[src/rtl/smul_seq_if.sv]
// Issue-side bundle of the sequenced vector-scalar multiplier: request operands
// in, busy/done status and lane results out.
interface smul_seq_if;
  // start is a request that takes effect only at an edge where the engine is in
  // IDLE or DONE; busy=1 means a request made now is dropped (never queued),
  // and done is a one-cycle pulse marking product/lane_ovf/ovf as final.
  logic         start;
  logic [15:0]  scalar;
  logic [255:0] vecin;
  logic         busy;
  logic         done;
  logic [255:0] product;
  logic [15:0]  lane_ovf;
  logic         ovf;
  logic [1:0]   fsm_state;

  modport master (
    output start, scalar, vecin,
    input  busy, done, product, lane_ovf, ovf, fsm_state
  );

  modport slave (
    input  start, scalar, vecin,
    output busy, done, product, lane_ovf, ovf, fsm_state
  );
endinterface

[src/rtl/smul_seq.sv]
// 16-lane x 16-bit vector-scalar multiply that time-shares LANES_PER_CYCLE
// multipliers over 16/LANES_PER_CYCLE passes, with per-lane overflow flags.
module smul_seq #(
    parameter int LANES_PER_CYCLE = 4
) (
    input  logic        clk,
    input  logic        rst_n,
    smul_seq_if.slave   bus
);
    localparam int L  = LANES_PER_CYCLE;
    localparam int P  = 16 / L;
    localparam int PW = (P > 1) ? $clog2(P) : 1;

    typedef enum logic [1:0] {
        IDLE = 2'd0,
        RUN  = 2'd1,
        DONE = 2'd2
    } state_t;

    state_t        state;
    logic [PW-1:0] pass;
    logic [15:0]   scalar_q;
    logic [255:0]  vec_q;
    logic [255:0]  product_q;
    logic [15:0]   lane_ovf_q;
    logic          ovf_q;
    logic          busy_q;
    logic          done_q;

    logic [3:0]         lane_base;
    logic [3:0]         lane_idx  [L];
    logic [15:0]        lane_opnd [L];
    logic signed [31:0] lane_full [L];
    logic [L-1:0]       lane_ov;

    // Lanes handled this pass; overflow means bits [31:15] are not a pure sign extension.
    always_comb begin
        lane_base = 4'(int'(pass) * L);
        lane_ov   = '0;
        for (int j = 0; j < L; j++) begin
            lane_idx[j]  = lane_base + 4'(j);
            lane_opnd[j] = vec_q[{lane_idx[j], 4'b0000} +: 16];
            lane_full[j] = $signed(scalar_q) * $signed(lane_opnd[j]);
            lane_ov[j]   = !((&lane_full[j][31:15]) || !(|lane_full[j][31:15]));
        end
    end

    always_ff @(posedge clk or negedge rst_n) begin
        if (!rst_n) begin
            state      <= IDLE;
            pass       <= '0;
            scalar_q   <= '0;
            vec_q      <= '0;
            product_q  <= '0;
            lane_ovf_q <= '0;
            ovf_q      <= 1'b0;
            busy_q     <= 1'b0;
            done_q     <= 1'b0;
        end else begin
            case (state)
                RUN: begin
                    for (int j = 0; j < L; j++) begin
                        product_q[{lane_idx[j], 4'b0000} +: 16] <= lane_full[j][15:0];
                        lane_ovf_q[lane_idx[j]]                 <= lane_ov[j];
                    end
                    // Results are cleared at acceptance, so accumulating keeps ovf == |lane_ovf.
                    ovf_q <= ovf_q | (|lane_ov);
                    if (pass == PW'(P - 1)) begin
                        state  <= DONE;
                        pass   <= '0;
                        busy_q <= 1'b0;
                        done_q <= 1'b1;
                    end else begin
                        pass <= pass + PW'(1);
                    end
                end
                default: begin
                    // IDLE and DONE both accept, which gives back-to-back issue without a bubble.
                    done_q <= 1'b0;
                    if (bus.start) begin
                        state      <= RUN;
                        pass       <= '0;
                        scalar_q   <= bus.scalar;
                        vec_q      <= bus.vecin;
                        product_q  <= '0;
                        lane_ovf_q <= '0;
                        ovf_q      <= 1'b0;
                        busy_q     <= 1'b1;
                    end else begin
                        state <= IDLE;
                    end
                end
            endcase
        end
    end

    assign bus.busy      = busy_q;
    assign bus.done      = done_q;
    assign bus.product   = product_q;
    assign bus.lane_ovf  = lane_ovf_q;
    assign bus.ovf       = ovf_q;
    assign bus.fsm_state = state;
endmodule
[src/flat_wrapper.sv]
// flat-port wrapper written by rule: the top's interface ports become plain ports
module smul_seq_flat 
#(
    parameter int LANES_PER_CYCLE = 4
)
  (clk, rst_n, bus_start, bus_scalar, bus_vecin, bus_busy, bus_done, bus_product, bus_lane_ovf, bus_ovf, bus_fsm_state);
  smul_seq_if bus_i ();
  input  logic clk;
  input  logic rst_n;
  input wire logic [$bits(bus_i.start)-1:0] bus_start;
  input wire logic [$bits(bus_i.scalar)-1:0] bus_scalar;
  input wire logic [$bits(bus_i.vecin)-1:0] bus_vecin;
  output wire logic [$bits(bus_i.busy)-1:0] bus_busy;
  output wire logic [$bits(bus_i.done)-1:0] bus_done;
  output wire logic [$bits(bus_i.product)-1:0] bus_product;
  output wire logic [$bits(bus_i.lane_ovf)-1:0] bus_lane_ovf;
  output wire logic [$bits(bus_i.ovf)-1:0] bus_ovf;
  output wire logic [$bits(bus_i.fsm_state)-1:0] bus_fsm_state;
  assign bus_i.start = bus_start;
  assign bus_i.scalar = bus_scalar;
  assign bus_i.vecin = bus_vecin;
  assign bus_busy = bus_i.busy;
  assign bus_done = bus_i.done;
  assign bus_product = bus_i.product;
  assign bus_lane_ovf = bus_i.lane_ovf;
  assign bus_ovf = bus_i.ovf;
  assign bus_fsm_state = bus_i.fsm_state;
  smul_seq #(.LANES_PER_CYCLE(LANES_PER_CYCLE)) u_core (.clk(clk), .rst_n(rst_n), .bus(bus_i));
endmodule
[config.mk]
export PLATFORM = sky130hd
export DESIGN_NAME = smul_seq_flat
export DESIGN_NICKNAME = d
export VERILOG_FILES = /design/src/rtl/smul_seq_if.sv /design/src/rtl/smul_seq.sv /design/src/flat_wrapper.sv
export SDC_FILE = /design/constraint.sdc
export NUM_CORES = 2
export LEC_CHECK = 0
export BUFFER_PORTS_ARGS = -buffer_cell sky130_fd_sc_hd__buf_4
export CORE_MARGIN = 2
export CORE_UTILIZATION = 55
export CTS_CLUSTER_DIAMETER = 80
export DETAILED_ROUTE_END_ITERATION = 7
export PLACE_DENSITY_LB_ADDON = 0.05
export SKIP_CTS_REPAIR_TIMING = 1
export SYNTH_ARGS = -nofsm -noshare
export SYNTH_HDL_FRONTEND = slang
export SYNTH_SLANG_ARGS = --single-unit
[constraint.sdc]
create_clock -name clk -period 8.22 [get_ports clk]
set_input_delay 1.644 -clock clk [delete_from_list [all_inputs] [get_ports clk]]
set_output_delay 1.644 -clock clk [all_outputs]
set_load 0.01 [all_outputs]
==> results.cfg <==
[outcome]
status = completed

[timing]
worstMarginPinSlew_ns = 1.302
finalHoldViolations = 0
fin_skew_ns = 0.03213
maxSlewViolCount = 0
setup_viol = 0
fmaxAchievable_mhz = 122.9
period_share = 0.9901
slew_headroom = 0.1272
layout_min_cycle_time_ns = 8.138
rsz0062_at_grt = true
layout_setup_ws_ns = 0.08150

[global_routing]
grt_max_degree = 199
gr-usage-all-layers = 0.3238
grt_pass1_wl_mm = 290.2
gr-usage-met2 = 0.5181
use_met1 = 0.4618
first_global_vias = 50660
antenna_found_initial = 1
grt-ovfl-total = 0
use_met3 = 0.05221
grt_most_used_layer = met2

[flow_run]
maxCapViolCount = 0

[floorplan]
initial_core_util = 0.5555
rows = 122
die_h_um = 338.6
die_w_um = 338.6
coreArea_um2 = 110800
dieArea_um2 = 114600
io_pins = 552

[place]
dp_hpwl_mm = 145.2
place_inst = 8525
io_buffers = 551
gp_congestion = 0.9332
dp_slack_ns = -0.4289

[worst_setup_path]
worstSetupPathType = reg -> reg
start_kind = flop
cpMostUsedCell = fa_1
crit_arrival_ns = 8.68
end_kind = flop
required_ns = 8.76
slowest_stage = mux4_2
critPathMaxStageDelay_ns = 0.69
crit_buf_inv = 5
r2r-start = u_core.pass[0]$_DFFE_PN0P_
reg2reg_slack_ns = 0.08
rr_worst_depth = 25
r2r-end = u_core.bus.lane_ovf[1]$_DFFE_PN0P_
cp_max_fo = 7
cp_top_family = adder cells

[synth]
yosys.area.top_type = fa_1
synth_ff_type = dfrtp_1
synth_edf_count = 0
synth_area_per_cell_um2 = 9.660
syn_inst = 6373
ys_types = 88
synth_largest_type_area_fraction = 0.3408
ys_ff_latch = 550
syn_nets = 8028
synth_seq_area_share = 0.2236
async_flop_share = 1.000
synth_area_um2 = 61560
yosys_warnings = 0
ys_top_cells_by_area = fa_1 (34%), dfrtp_1 (22%), nand2_1 (8.9%)

[final_layout]
drive_gt1_frac = 0.1943
syn_to_final_growth_pct = 19.83
stdcell_count = 8681
num-nets-final = 8796
post-route-util = 0.6656

[routing]
drt-total-wl_mm = 184.9
drt_iter0_drc = 3523
ant_nets = 0
routed-via-count = 48210
route.detailed.drc = 0
firstDrtPassIters = 5
via_per_inst = 5.554
wl_per_cell_um = 21.30

[cts]
clkLatencyLatePin_ns = 0.67
cts-root-buf = clkbuf_16
clock-sinks = 550
numCtsBuffers = 60
htree_levels = 2
cts_tree = yes
cts_buffer_depth = 3
path_clk_slew_ns = 0.07

[hold_path]
hold_depth = 2
hold_end = u_core.vec_q[194]$_DFFE_PN0P_
min_from = u_core.vec_q[194]$_DFFE_PN0P_
hp-class = reg -> reg
layer usage:
metal / share of wire / vias to the layer above
met5: 0 / -
met4: 0.034 / 0
met1: 0.42 / 24610
met2: 0.46 / 1999
met3: 0.082 / 282
li1: - / 21320
Yosys cell counts, drive strengths merged, types with 8 or more instances:
cell and number:
nand4 22, o21a 18, fa 1048, and2 462, xnor2 98, o21ai 100
mux4 60, nand2 1457, nand2b 63, a21oi 87, xor2 37, a22o 224
nor2b 11, and4 9, and3 18, nor4 20, clkbuf 310, o211ai 15
o21bai 13, a21o 34, inv 1028, mux2i 8, or4 12, a32o 16
ha 332, nor3 33, dfrtp 550, a211oi 13, nand3 34, a31oi 15
buf 16, nor2 97
logic make-up (layout without fill, tap and decap cells):
logic type / Yosys count / count (layout) / synth area share
simple gates: 2278 / 2278 / 0.1690
fa+ha+maj: 1380 / 1380 / 0.4083
buf+inv: 1355 / 2170 / 0.08280
compound gates: 603 / 603 / 0.07311
flops: 550 / 550 / 0.2236
xor+xnor: 135 / 135 / 0.01921
mux: 72 / 75 / 0.02404
other cells: 0 / 2 / 0
placed cells by master (no fill, tap or decap), drive strengths merged, types with 33 or more instances in the layout:
cell	count
nand2	1457
fa	1048
inv	1036
buf	1028
dfrtp	550
and2	462
ha	332
a22o	224
o21ai	100
xnor2	98
nor2	97
a21oi	87
clkbuf	78
nand2b	63
mux4	63
xor2	37
a21o	34
nand3	34
nor3	33
through the flow:
stage,instance area (um^2),setup TNS [ns],hold WS (ns)
5_1_grt,73760,-1.404,0.4866
3_3_place_gp,70100,-2.949,0.4555
6_report,73770,0,0.4709
3_5_place_dp,70100,-3.381,0.4575
2_1_floorplan,61570,0,0.4401
4_1_cts,72350,-4.395,0.4735
worst reg2reg max path: cells and delay by family (launching register included):
kind                     cells  cell delay, ns
AO/OA/AOI/OAI                5            1.10
buffers and inverters        5            0.68
flip-flops                   1            0.51
AND/OR/NAND/NOR              7            1.67
adder cells (fa/ha/maj)      7            3.36
multiplexers                 1            0.69
cell type report:
class / instances / area [um^2]
antenna: 2 / 5.005
multi-input combinational: 4471 / 43660
tap: 1488 / 1862
timing repair buffer: 1029 / 8330
sequential: 550 / 13790
clock buffer: 77 / 1687
fill: 9042 / 37050
clock inverter: 35 / 568.0
inverter: 1029 / 3865
sequential cells by signal, indices dropped and copies added, names as in the netlist:
name	count
u_core.bus.product	256
u_core.bus.fsm_state	2
u_core.scalar_q	16
u_core.bus.lane_ovf	16
u_core.bus.ovf	1
u_core.vec_q	256
u_core.bus.busy	1
u_core.pass	2
worst max-delay path by stage:
| stage | startpoint | to | slack [ns] | depth (start not counted) |
|---|---|---|---|---|
| after floorplan | u_core.pass[1]$_DFFE_PN0P_ | u_core.bus.lane_ovf[7]$_DFFE_PN0P_ | 0.03 | 30 |
| after global placement | u_core.pass[0]$_DFFE_PN0P_ | u_core.bus.ovf$_DFFE_PN0P_ | -0.44 | 24 |
| after detailed placement | u_core.pass[0]$_DFFE_PN0P_ | u_core.bus.ovf$_DFFE_PN0P_ | -0.43 | 28 |
| after CTS | u_core.pass[0]$_DFFE_PN0P_ | u_core.bus.ovf$_DFFE_PN0P_ | -0.51 | 24 |
| after global routing | u_core.pass[0]$_DFFE_PN0P_ | u_core.bus.lane_ovf[9]$_DFFE_PN0P_ | -0.14 | 28 |
| final | u_core.pass[0]$_DFFE_PN0P_ | u_core.bus.lane_ovf[1]$_DFFE_PN0P_ | 0.08 | 25 |
Power is not shown: default switching activity piles up to over one toggle a cycle in this logic, so the estimate is an artifact.
